## src/rtl/fila_pkg.sv

```systemverilog
// Shared definitions for the fila receive FIFO.
// Holds the enqueue-handshake state encoding and the default geometry
// used to size both this FIFO and the upstream deserializer word.
package fila_pkg;

    localparam int unsigned FILA_DEPTH = 8;
    localparam int unsigned FILA_WIDTH = 8;

    typedef enum logic [1:0] {
        IDLE     = 2'd0,
        ACK      = 2'd1,
        WAIT_LOW = 2'd2
    } fila_state_t;

endpackage

```

## src/rtl/fila_mem.sv

```systemverilog
// Word storage for fila: synchronous write, asynchronous read, no reset.
// Ports:
//   clock_10KHz  write clock
//   we           write enable
//   waddr/wdata  write address and word
//   raddr/rdata  combinational read address and word
module fila_mem #(
    parameter int unsigned DEPTH = 8,
    parameter int unsigned WIDTH = 8
) (
    input  logic                     clock_10KHz,
    input  logic                     we,
    input  logic [$clog2(DEPTH)-1:0] waddr,
    input  logic [WIDTH-1:0]         wdata,
    input  logic [$clog2(DEPTH)-1:0] raddr,
    output logic [WIDTH-1:0]         rdata
);

    logic [WIDTH-1:0] mem_q [DEPTH];

    // Contents are don't-care after reset, so the array carries none.
    always_ff @(posedge clock_10KHz) begin
        if (we) begin
            mem_q[waddr] <= wdata;
        end
    end

    assign rdata = mem_q[raddr];

endmodule

```

## src/rtl/fila.sv

```systemverilog
// Circular FIFO downstream of the deserializer.
// Captures one word per data_ready assertion (acknowledged with a one-cycle
// ack pulse) and lets the consumer pop one word per cycle.
// Ports:
//   clock_10KHz, reset       clock and async active-high reset
//   data_in, enqueue_in      word and valid from the deserializer
//   ack_out                  registered one-cycle acceptance pulse
//   dequeue_in               consumer pop request
//   data_out                 last popped word (registered)
//   len_out                  occupancy 0..DEPTH
//   full_out, empty_out      occupancy flags derived from len only
module fila
    import fila_pkg::*;
#(
    parameter int unsigned DEPTH = FILA_DEPTH,
    parameter int unsigned WIDTH = FILA_WIDTH
) (
    input  logic                       clock_10KHz,
    input  logic                       reset,
    input  logic [WIDTH-1:0]           data_in,
    input  logic                       enqueue_in,
    output logic                       ack_out,
    input  logic                       dequeue_in,
    output logic [WIDTH-1:0]           data_out,
    output logic [$clog2(DEPTH+1)-1:0] len_out,
    output logic                       full_out,
    output logic                       empty_out
);

    localparam int unsigned PTR_W = $clog2(DEPTH);
    localparam int unsigned LEN_W = $clog2(DEPTH + 1);

    fila_state_t        state_q, state_d;
    logic [PTR_W-1:0]   wr_ptr_q, wr_ptr_d;
    logic [PTR_W-1:0]   rd_ptr_q, rd_ptr_d;
    logic [LEN_W-1:0]   len_q, len_d;
    logic [WIDTH-1:0]   data_q, rdata;
    logic               ack_q, ack_d;
    logic               full_q, empty_q;
    logic               accept_c, pop_c;

    // FSM state register.
    always_ff @(posedge clock_10KHz or posedge reset) begin
        if (reset) begin
            state_q <= IDLE;
        end else begin
            state_q <= state_d;
        end
    end

    // FSM next state: one word per enqueue_in assertion.
    always_comb begin
        state_d = state_q;
        case (state_q)
            IDLE:     if (accept_c) state_d = ACK;
            ACK:      state_d = enqueue_in ? WAIT_LOW : IDLE;
            WAIT_LOW: if (!enqueue_in) state_d = IDLE;
            default:  state_d = IDLE;
        endcase
    end

    // FSM outputs: accept only in IDLE, and only against start-of-cycle len.
    always_comb begin
        accept_c = 1'b0;
        ack_d    = 1'b0;
        if ((state_q == IDLE) && enqueue_in && (len_q != LEN_W'(DEPTH))) begin
            accept_c = 1'b1;
            ack_d    = 1'b1;
        end
    end

    assign pop_c = dequeue_in && (len_q != '0);

    // Pointer and occupancy next state; pointers wrap by natural overflow.
    always_comb begin
        wr_ptr_d = wr_ptr_q;
        rd_ptr_d = rd_ptr_q;
        len_d    = len_q;
        if (accept_c) wr_ptr_d = wr_ptr_q + PTR_W'(1);
        if (pop_c)    rd_ptr_d = rd_ptr_q + PTR_W'(1);
        case ({accept_c, pop_c})
            2'b10:   len_d = len_q + LEN_W'(1);
            2'b01:   len_d = len_q - LEN_W'(1);
            default: len_d = len_q;
        endcase
    end

    // Datapath registers; flags are precomputed from len_d so they are registered.
    always_ff @(posedge clock_10KHz or posedge reset) begin
        if (reset) begin
            wr_ptr_q <= '0;
            rd_ptr_q <= '0;
            len_q    <= '0;
            ack_q    <= 1'b0;
            data_q   <= '0;
            full_q   <= 1'b0;
            empty_q  <= 1'b1;
        end else begin
            wr_ptr_q <= wr_ptr_d;
            rd_ptr_q <= rd_ptr_d;
            len_q    <= len_d;
            ack_q    <= ack_d;
            if (pop_c) data_q <= rdata;
            full_q   <= (len_d == LEN_W'(DEPTH));
            empty_q  <= (len_d == '0);
        end
    end

    fila_mem #(
        .DEPTH(DEPTH),
        .WIDTH(WIDTH)
    ) u_mem (
        .clock_10KHz(clock_10KHz),
        .we         (accept_c),
        .waddr      (wr_ptr_q),
        .wdata      (data_in),
        .raddr      (rd_ptr_q),
        .rdata      (rdata)
    );

    assign ack_out   = ack_q;
    assign data_out  = data_q;
    assign len_out   = len_q;
    assign full_out  = full_q;
    assign empty_out = empty_q;

endmodule

```

## config.mk

```make
export PLATFORM = sky130hd
export DESIGN_NAME = fila
export DESIGN_NICKNAME = d
export VERILOG_FILES = /design/src/rtl/fila_pkg.sv /design/src/rtl/fila_mem.sv /design/src/rtl/fila.sv
export SDC_FILE = /design/constraint.sdc
export NUM_CORES = 1
export LEC_CHECK = 0
export BUFFER_PORTS_ARGS = -buffer_cell sky130_fd_sc_hd__buf_2
export CAP_MARGIN = 40
export CELL_PAD_IN_SITES_DETAIL_PLACEMENT = 0
export CELL_PAD_IN_SITES_GLOBAL_PLACEMENT = 1
export CORE_MARGIN = 3
export CORE_UTILIZATION = 40
export CTS_CLUSTER_SIZE = 30
export DETAILED_ROUTE_END_ITERATION = 6
export PLACE_DENSITY_LB_ADDON = 0.1
export SYNTH_ARGS = -nofsm -noshare
export SYNTH_HDL_FRONTEND = slang
export SYNTH_SLANG_ARGS = --single-unit
```

## constraint.sdc

```tcl
create_clock -name clock_10KHz -period 3.1 [get_ports clock_10KHz]
set_input_delay 0.31 -clock clock_10KHz [delete_from_list [all_inputs] [get_ports clock_10KHz]]
set_output_delay 0.31 -clock clock_10KHz [all_outputs]
set_load 0.03 [all_outputs]
```

# [After elaboration in Yosys (flattened, before gate mapping)]
# Memory sizes are Yosys's and may differ from the RTL's. A register that Yosys moved wholly into a read port is not among the register bits.
# Cells that the tools add are included.
[totals] out_inout_bits=15 mem_bits_rw=64 ff_bits=15 input_bits=12 memories=1 elab_cells=35
[mem_list] name="u_mem.mem_q" depth=8 word_bits=8 read_ports=1 rd_ports_with_merged_regs=1 write_ports=1 line="fila_mem.sv:19" text="logic [WIDTH-1:0] mem_q [DEPTH];"
[classes] n_eq_ne=8 n_addsub=4 n_reduce_logical=7 muxes=8
[ops] cell="$pmux W4 S2" n=1
[ops] cell="$add A3 B1 Y3 const B" n=2
[ops] cell="$mux W2" n=3
[ops] cell="$pmux W2 S3" n=1
[ops] cell="$add A4 B1 Y4 const B" n=1
[ops] cell="$eq A2 B1 Y1 const B" n=2
[ops] cell="$eq A2 B2 Y1 const B" n=2
[ops] cell="$eq A4 B4 Y1 const B" n=1
[ops] cell="$logic_not A4 Y1" n=1
[ops] cell="$ne A2 B2 Y1 const B" n=2
[ops] cell="$ne A4 B4 Y1 const B" n=1
[ops] cell="$reduce_bool A4 Y1" n=1
[ops] cell="$sub A4 B1 Y4 const B" n=1
[ops] cell="$logic_and A1 B1 Y1" n=3
[ops] cell="$mux W1" n=3
[ops] cell="$logic_not A2 Y1" n=1
[ops] cell="$reduce_and A2 Y1" n=1

# [Depth between registers and ports, before layout]
# Gate-level depths: netlist (run 1).
[logic_depth] ltp_word=7 ltp_mapped=11 mapped_depth_nobuf=10

# [Modules after synthesis]
# A second synthesis (run 1) with hierarchy kept.
[unflattened] hier_cells=199 hier_area_um2=3554.7
[modules_own_cells] module="fila_mem" area_per_inst_um2=2531.2 seq_area_each_um2=1921.8 instances=1 cells_per_inst=106
[modules_own_cells] module="fila" area_per_inst_um2=1023.5 seq_area_each_um2=576.8 instances=1 cells_per_inst=93

# [Worst setup path after synthesis (run 1)]
# Ideal clock, no wire load.
[synth_timing] path_type="register to register" start="register len_q[2], in the netlist len_out[2]" end="register empty_q, in the netlist empty_out" path_stages_with_launch=12 required_time_ps=3022 path_buffers=3 synth_period_minus_slack_ps=2601 setup_ps=78 slack_ps=499 t_arrival_ps=2523 path_cell_list="dfrtp_1 > clkbuf_1 > nor4b_2 > or2_1 > buf_2 > ha_1 > clkbuf_1 > nor3_1 > o21a_1 > mux2_4 > a32oi_2 > and3b_1"
[synth_via] elab_chain_len=6
[synth_rtl] element="start, declared" line="fila.sv:36" text="logic [LEN_W-1:0] len_q, len_d;"
[synth_rtl] element="start signal, assigned" line="fila.sv:101" text="len_q <= len_d;"
[synth_rtl] element="$ne A4 B4 Y1" line="fila.sv:66" text="if ((state_q == IDLE) && enqueue_in && (len_q != LEN_W'(DEPTH))) begin"
[synth_rtl] element="$logic_and A1 B1 Y1" line="fila.sv:66"
[synth_rtl] element="$mux W1" line="fila.sv:66"
[synth_rtl] element="$eq A2 B1 Y1 or $eq A2 B2 Y1 (tied branches)" line="fila.sv:81" text="case ({accept_c, pop_c})"
[synth_rtl] element="$pmux W4 S2 (*)" line="fila.sv:81"
[synth_rtl] element="via len_d[3]" line="fila.sv:36"
[synth_rtl] element="$logic_not A4 Y1 (*)" line="fila.sv:105" text="empty_q <= (len_d == '0);"
[synth_rtl] element="end signal, assigned" line="fila.sv:105"
[synth_rtl] element="end, declared" line="fila.sv:39" text="logic full_q, empty_q;"
# The timed path passes the listed nets; every way through them passes the cells marked *.
# A chain may end at the register's enable or synchronous reset.

# [Worst setup path in the final report (run 1)]
[layout_timing] start="register len_q[0], in the netlist len_out[0]" end="register empty_q, in the netlist empty_out"
# Same word-level chain as after synthesis.

==> impl_metrics.yaml, run 1 <==
worst_setup_path:
  crit_path_max_fanout: 9
  start_kind: "flip-flop"
  critPathMaxStageDelay_ns: 0.51
  critical-path-top-delay-family: "simple AND/OR/NAND/NOR gates"
  timing.critical_path.to_type: "flip-flop"
  critical_path_required_ns: 3.38
  critical_path.slowest_cell: "sky130_fd_sc_hd__dfrtp_1"
  cp_bufs_invs: 0
  arrival_ns: 2.91
  path_cells: "nor4b_2 > or2_1 > ha_1 > nor2b_1 > o21a_1 > mux2_4 > a32oi_2 > and3b_1"
  criticalPathCategory: "flip-flop to flip-flop"
route:
  detail_route.wl_per_cell_um: 19.5
  firstDrtPassIters: 4
  detailroute.via_count: 1826
  detail_route.vias_per_cell: 5.22
  antenna_left: 0
  detail_route.wirelength_um: 6810
  drt_first_iter_violations: 133
  post_detailed_route_drc_marker_count: 0
timing:
  finalSetupViolations: 0
  minimum_clock_period_ns: 2.63
  final_max_slew_viol_count: 0
  setup-tns-final_ns: 0
  max_slew_margin_pct: 41.6
  worst_pin_slew_ns: 0.877
  final_min_period_over_clock_period_pct: 84.7
  skew_ns: 0.00585
  fmax_ghz: 0.381
  grt_setup_unrepaired: "no"
  hold_viol: 0
  hold_ws_ns: 0.188
run_status:
  run_status: "complete, no violations"
global_route:
  grt_util_all_layers_pct: 15.0
  antenna_found_initial: 0
  grt_remaining_overflow: 0
  grt_first_pass_wirelength_um: 10800
  grt_max_degree: 20
  vias_in_the_first_global_route: 1937
place:
  buffer_ports.inserted: 26
  gp_congestion: 0.897
  final_hpwl_from_detailed_placement_um: 4410
  cell_count_after_placement: 333
clock_tree:
  tritoncts: "yes"
  clock_insertion_delay_worst_skew_ns: 0.35
  htreeDepth: 3
  tritoncts.num_buffers: 9
  cts_repair_resize_count: 0
  ctsRootBufferMaster: "sky130_fd_sc_hd__clkbuf_8"
  cts.reportedPaths.clkPinSlew_ns: 0.08
  maximum_clock_path_buffer_count: 2
  tritoncts_num_sinks: 87
floorplan:
  placementRows: 33
  fp.coreArea_um2: 8380
  start_util_pct: 41.9
  die_area_um2: 9950
  floorplan.die.width_um: 99.7
  dieHeight_um: 99.7
  top_ports: 27
logic_synthesis:
  post_synth_num_cell_types: 37
  synth_area_per_cell_um2: 17.4
  synth_sequential_area_ratio_pct: 71.1
  synth_area_um2: 3510
  synth.ff_latch_count: 87
  mappedNetlistNets: 218
  yosysWarnings: 0
  postSynthCellCount: 202
worst_hold_path:
  min_path_type: "input pin to flip-flop"
final_layout:
  syn2layout_area_growth_pct: 14.4
  final_cell_mix: "sky130_fd_sc_hd__edfxtp_1 (64), sky130_fd_sc_hd__buf_2 (26), sky130_fd_sc_hd__dfrtp_1 (22)"
  layout-drive-gt1-share_pct: 31.4
  antenna_cells_inserted: 0
  finalNetCount: 256
  leading_cell_type_in_the_layout_fill_and_taps_excluded: "sky130_fd_sc_hd__edfxtp_1"
  stdcell_count: 350
power_and_ir_drop:
  vdd_ir_drop_max_mv: 0.351
  power.leakage_uw: 0.00150
  pwr_density_cell_nw_per_um2: 942
run:
  max_cap_viol_count: 0
-- Yosys cell counts (all sizes together) --
library cell | n | area, um2
xnor2 | 5 | 43.8
and3 | 1 | 6.26
and2 | 1 | 6.26
o21ai | 9 | 45.0
o21a | 2 | 22.5
buf | 8 | 42.5
nand2 | 18 | 67.6
a21oi | 3 | 15.0
clkbuf | 3 | 11.3
nor4 | 2 | 12.5
and3b | 1 | 8.76
nand4 | 1 | 6.26
o41ai | 1 | 16.3
a32oi | 1 | 16.3
or3b | 1 | 11.3
xor2 | 3 | 26.3
nand2b | 3 | 18.8
mux2 | 2 | 26.3
or2 | 1 | 6.26
edfxtp | 64 | 1920
inv | 5 | 18.8
dfstp | 1 | 26.3
ha | 4 | 50.1
nor2b | 2 | 12.5
mux4 | 16 | 360
nor2 | 5 | 18.8
dfrtp | 22 | 551
nor4b | 1 | 15.0
and2b | 1 | 7.51
mux2i | 9 | 90.1
nand4b | 1 | 8.76
nor3 | 5 | 25.0
-- final timing paths --
check,endpoint,start,slack [ns],depth (start not counted)
max in group asynchronous,empty_out,reset,2.02,4
max reg2reg,empty_out,len_out[0],0.47,8
min reg2reg,data_out[1],data_out[1],0.48,2
max,empty_out,len_out[0],0.47,8
min,state_q[1],enqueue_in,0.19,2
min in group asynchronous,data_out[3],reset,0.53,3
-- logic make-up after synthesis --
| kind of cell | after synthesis | synth area share (%) |
|---|---|---|
| flops | 87 | 71.1 |
| simple gates | 44 | 6.59 |
| mux | 27 | 13.6 |
| compound gates | 16 | 3.28 |
| fa+ha+maj | 4 | 1.42 |
| xor+xnor | 8 | 1.99 |
| buf+inv | 16 | 2.06 |
-- sequential cells by signal, summed over array words and instances (netlist names) --
| signal | cells |
|---|---|
| ack_out | 1 |
| data_out | 8 |
| empty_out | 1 |
| full_out | 1 |
| len_out | 4 |
| rd_ptr_q | 3 |
| state_q | 2 |
| u_mem.mem_q | 64 |
| wr_ptr_q | 3 |
-- area by class of cell --
class                   count  area [um2]
clock buffers               9         124
clock inverters             7        63.8
fillers                   733        4360
inverters                   5        18.8
multi-input cells          99         955
flip-flops and latches     87        2500
well taps                 105         131
repair buffers             38         230
-- through the flow --
stage	setup WS, ns	power (uW)	cell area (um2)	utilization (%)
after floorplan	0.499	2700	3510	-
after global placement	0.594	3020	3810	45.4
after detailed placement	0.499	3080	3820	45.6
after CTS	0.492	3840	4020	48.0
after global routing	0.291	4030	4020	48.0
final	0.473	3790	4020	48.0
-- where the power goes --
group          total (uW)  internal, uW  switching [uW]  leakage [uW]
clock network         748           365             383     0.0000941
logic                1280           575             705      0.000548
registers            1760          1500             259      0.000857
total                3790          2440            1350       0.00150
-- what timing repair did --
item / in CTS / in global routing
setup endpoints to repair: 0 / 0
setup buffers: 0 / 0
hold buffers: 1 / 0
endpoints found under the hold margin: 11 / 0
-- layer usage --
layer / track usage, % / part of all wire (%) / wire [um]
met1: 19.7 / 46 / 3110
met2: 24.2 / 50 / 3400
met3: 4.28 / 3.4 / 229
met4: 4.52 / 1.1 / 72
met5: 0 / 0 / 0
Power figures use the tool's default switching activity.
==> inputs of run 2 (changes only) <==
==> constraint.sdc (replaced) <==
create_clock -name clock_10KHz -period 2.5 [get_ports clock_10KHz]
set_input_delay 0.25 -clock clock_10KHz [delete_from_list [all_inputs] [get_ports clock_10KHz]]
set_output_delay 0.25 -clock clock_10KHz [all_outputs]
set_load 0.03 [all_outputs]
==> impl_metrics.yaml, run 2 (same netlist as run 1, synthesis figures left out) <==
run_status:
  run_status: "complete, no violations"
worst_setup_path:
  critical_path_required_ns: 2.78
  worst-r2r-setup-slack_ns: 0.13
  critPathMaxStageDelay_ns: 0.42
  criticalPathCategory: "flip-flop to flip-flop"
  start_kind: "flip-flop"
  cp_bufs_invs: 0
  critical-path-top-delay-family: "simple AND/OR/NAND/NOR gates"
  timing.critical_path.to_type: "flip-flop"
  crit_path_max_fanout: 6
  arrival_ns: 2.65
  path_cells: "or3b_4 > or2_1 > ha_4 > and2b_1 > o21a_1 > mux2_4 > a32oi_2 > and3b_1"
  critical_path.slowest_cell: "sky130_fd_sc_hd__or3b_4"
timing:
  final_min_period_over_clock_period_pct: 94.8
  finalSetupViolations: 0
  max_slew_margin_pct: 48.6
  worst_pin_slew_ns: 0.771
  fmax_ghz: 0.422
  grt_setup_unrepaired: "no"
  minimum_clock_period_ns: 2.37
  setup-tns-final_ns: 0
  final_max_slew_viol_count: 0
  hold_viol: 0
  skew_ns: 0.0121
  hold_ws_ns: 0.136
clock_tree:
  cts.reportedPaths.clkPinSlew_ns: 0.08
  clock_insertion_delay_worst_skew_ns: 0.35
  tritoncts_num_sinks: 87
  ctsRootBufferMaster: "sky130_fd_sc_hd__clkbuf_8"
  tritoncts.num_buffers: 9
  maximum_clock_path_buffer_count: 2
  htreeDepth: 3
  tritoncts: "yes"
route:
  detail_route.wl_per_cell_um: 18.8
  detail_route.vias_per_cell: 5.16
  firstDrtPassIters: 4
  detail_route.wirelength_um: 6690
  detailroute.via_count: 1833
  post_detailed_route_drc_marker_count: 0
  drt_first_iter_violations: 137
  antenna_left: 0
final_layout:
  max_ffs_per_register: 64
  final_cell_mix: "sky130_fd_sc_hd__edfxtp_1 (64), sky130_fd_sc_hd__buf_2 (26), sky130_fd_sc_hd__dfrtp_1 (20)"
  finalNetCount: 261
  leading_cell_type_in_the_layout_fill_and_taps_excluded: "sky130_fd_sc_hd__edfxtp_1"
  largest_register: "u_mem.mem_q"
  syn2layout_area_growth_pct: 18.5
  layout-drive-gt1-share_pct: 35.2
  antenna_cells_inserted: 0
place:
  final_hpwl_from_detailed_placement_um: 4360
  gp_congestion: 0.839
  buffer_ports.inserted: 26
floorplan:
  top_ports: 27
  die_area_um2: 9950
  fp.coreArea_um2: 8380
  placementRows: 33
  floorplan.die.width_um: 99.7
  dieHeight_um: 99.7
  start_util_pct: 41.9
power_and_ir_drop:
  switching_share_pct: 33.4
  pwr_density_cell_nw_per_um2: 1230
  p_sw_uw: 1710
  seq_power_share_pct: 41.8
  clock_power_share_pct: 24.3
  p_int_uw: 3420
  power.leakage_uw: 0.00156
  combPwrFrac_pct: 33.9
  vdd_ir_drop_max_mv: 0.420
global_route:
  vias_in_the_first_global_route: 1932
  antenna_found_initial: 0
  grt_util_all_layers_pct: 14.9
  grt_remaining_overflow: 0
  grt_first_pass_wirelength_um: 10900
  grt_max_degree: 20
run:
  max_cap_viol_count: 0
worst_hold_path:
  min_path_type: "input pin to flip-flop"
## run 2: metrics by stage
step | worst slack [ns] | util [%] | area, um2 | power (uW) | cells
2_1_floorplan | 0.0510 | - | 3520 | 3360 | 202
3_3_place_gp | 0.169 | 45.8 | 3840 | 3810 | 336
3_5_place_dp | 0.0208 | 46.0 | 3850 | 3880 | 337
4_1_cts | 0.0250 | 49.3 | 4130 | 5150 | 354
5_1_grt | 0.0161 | 49.7 | 4170 | 5430 | 355
6_report | 0.131 | 49.7 | 4170 | 5130 | 355
## run 2: repair_timing
action                                 4_1_cts  5_1_grt
resized for setup                            1        5
setup endpoints to repair                    1        2
hold buffers                                 1        0
pin swaps                                    0        1
buffers inserted                             0        1
endpoints found under the hold margin       11        0
## run 2: routing by layer
metal  global-route usage [%]  up-vias  share of wire (%)
li1                         -      851                  -
met1                     21.2      932                 47
met2                     22.4       46                 47
met3                     4.28        4                4.7
met4                     4.10        0               0.66
met5                        0        -                  0
## run 2: cell type report
cell class                      instances  area (um2)
Sequential cell                        87        2500
Clock inverter                          6         134
Tap cell                              105         131
Fill cell                             749        4220
Clock buffer                           10         128
Timing Repair Buffer                   43         268
Multi-Input combinational cell         99         985
Inverter                                5        18.8
## run 2: path summary, 6_finish.rpt
check / start / end / depth (start not counted)
setup reg to reg: state_q[0] / empty_out / 8
min in group asynchronous: reset / data_out[7] / 3
hold reg to reg: data_out[0] / data_out[0] / 2
max in group asynchronous: reset / empty_out / 4
hold / removal: enqueue_in / state_q[1] / 2
setup / recovery: state_q[0] / empty_out / 8
## run 2: power by group through the flow
stage	sequential (uW)	combinational (uW)	clock (uW)
floorplan	2270	1090	0
global placement	2150	1650	0
detailed placement	2180	1700	0
CTS	2150	1720	1280
global route	2190	1910	1330
finish	2140	1740	1250
## run 2: worst register-to-register path, delay by kind of cell (launching register included)
family          cells  cell delay, ns
flops               1            0.39
simple gates        4            1.07
fa+ha+maj           1            0.20
compound gates      2            0.38
mux                 1            0.26
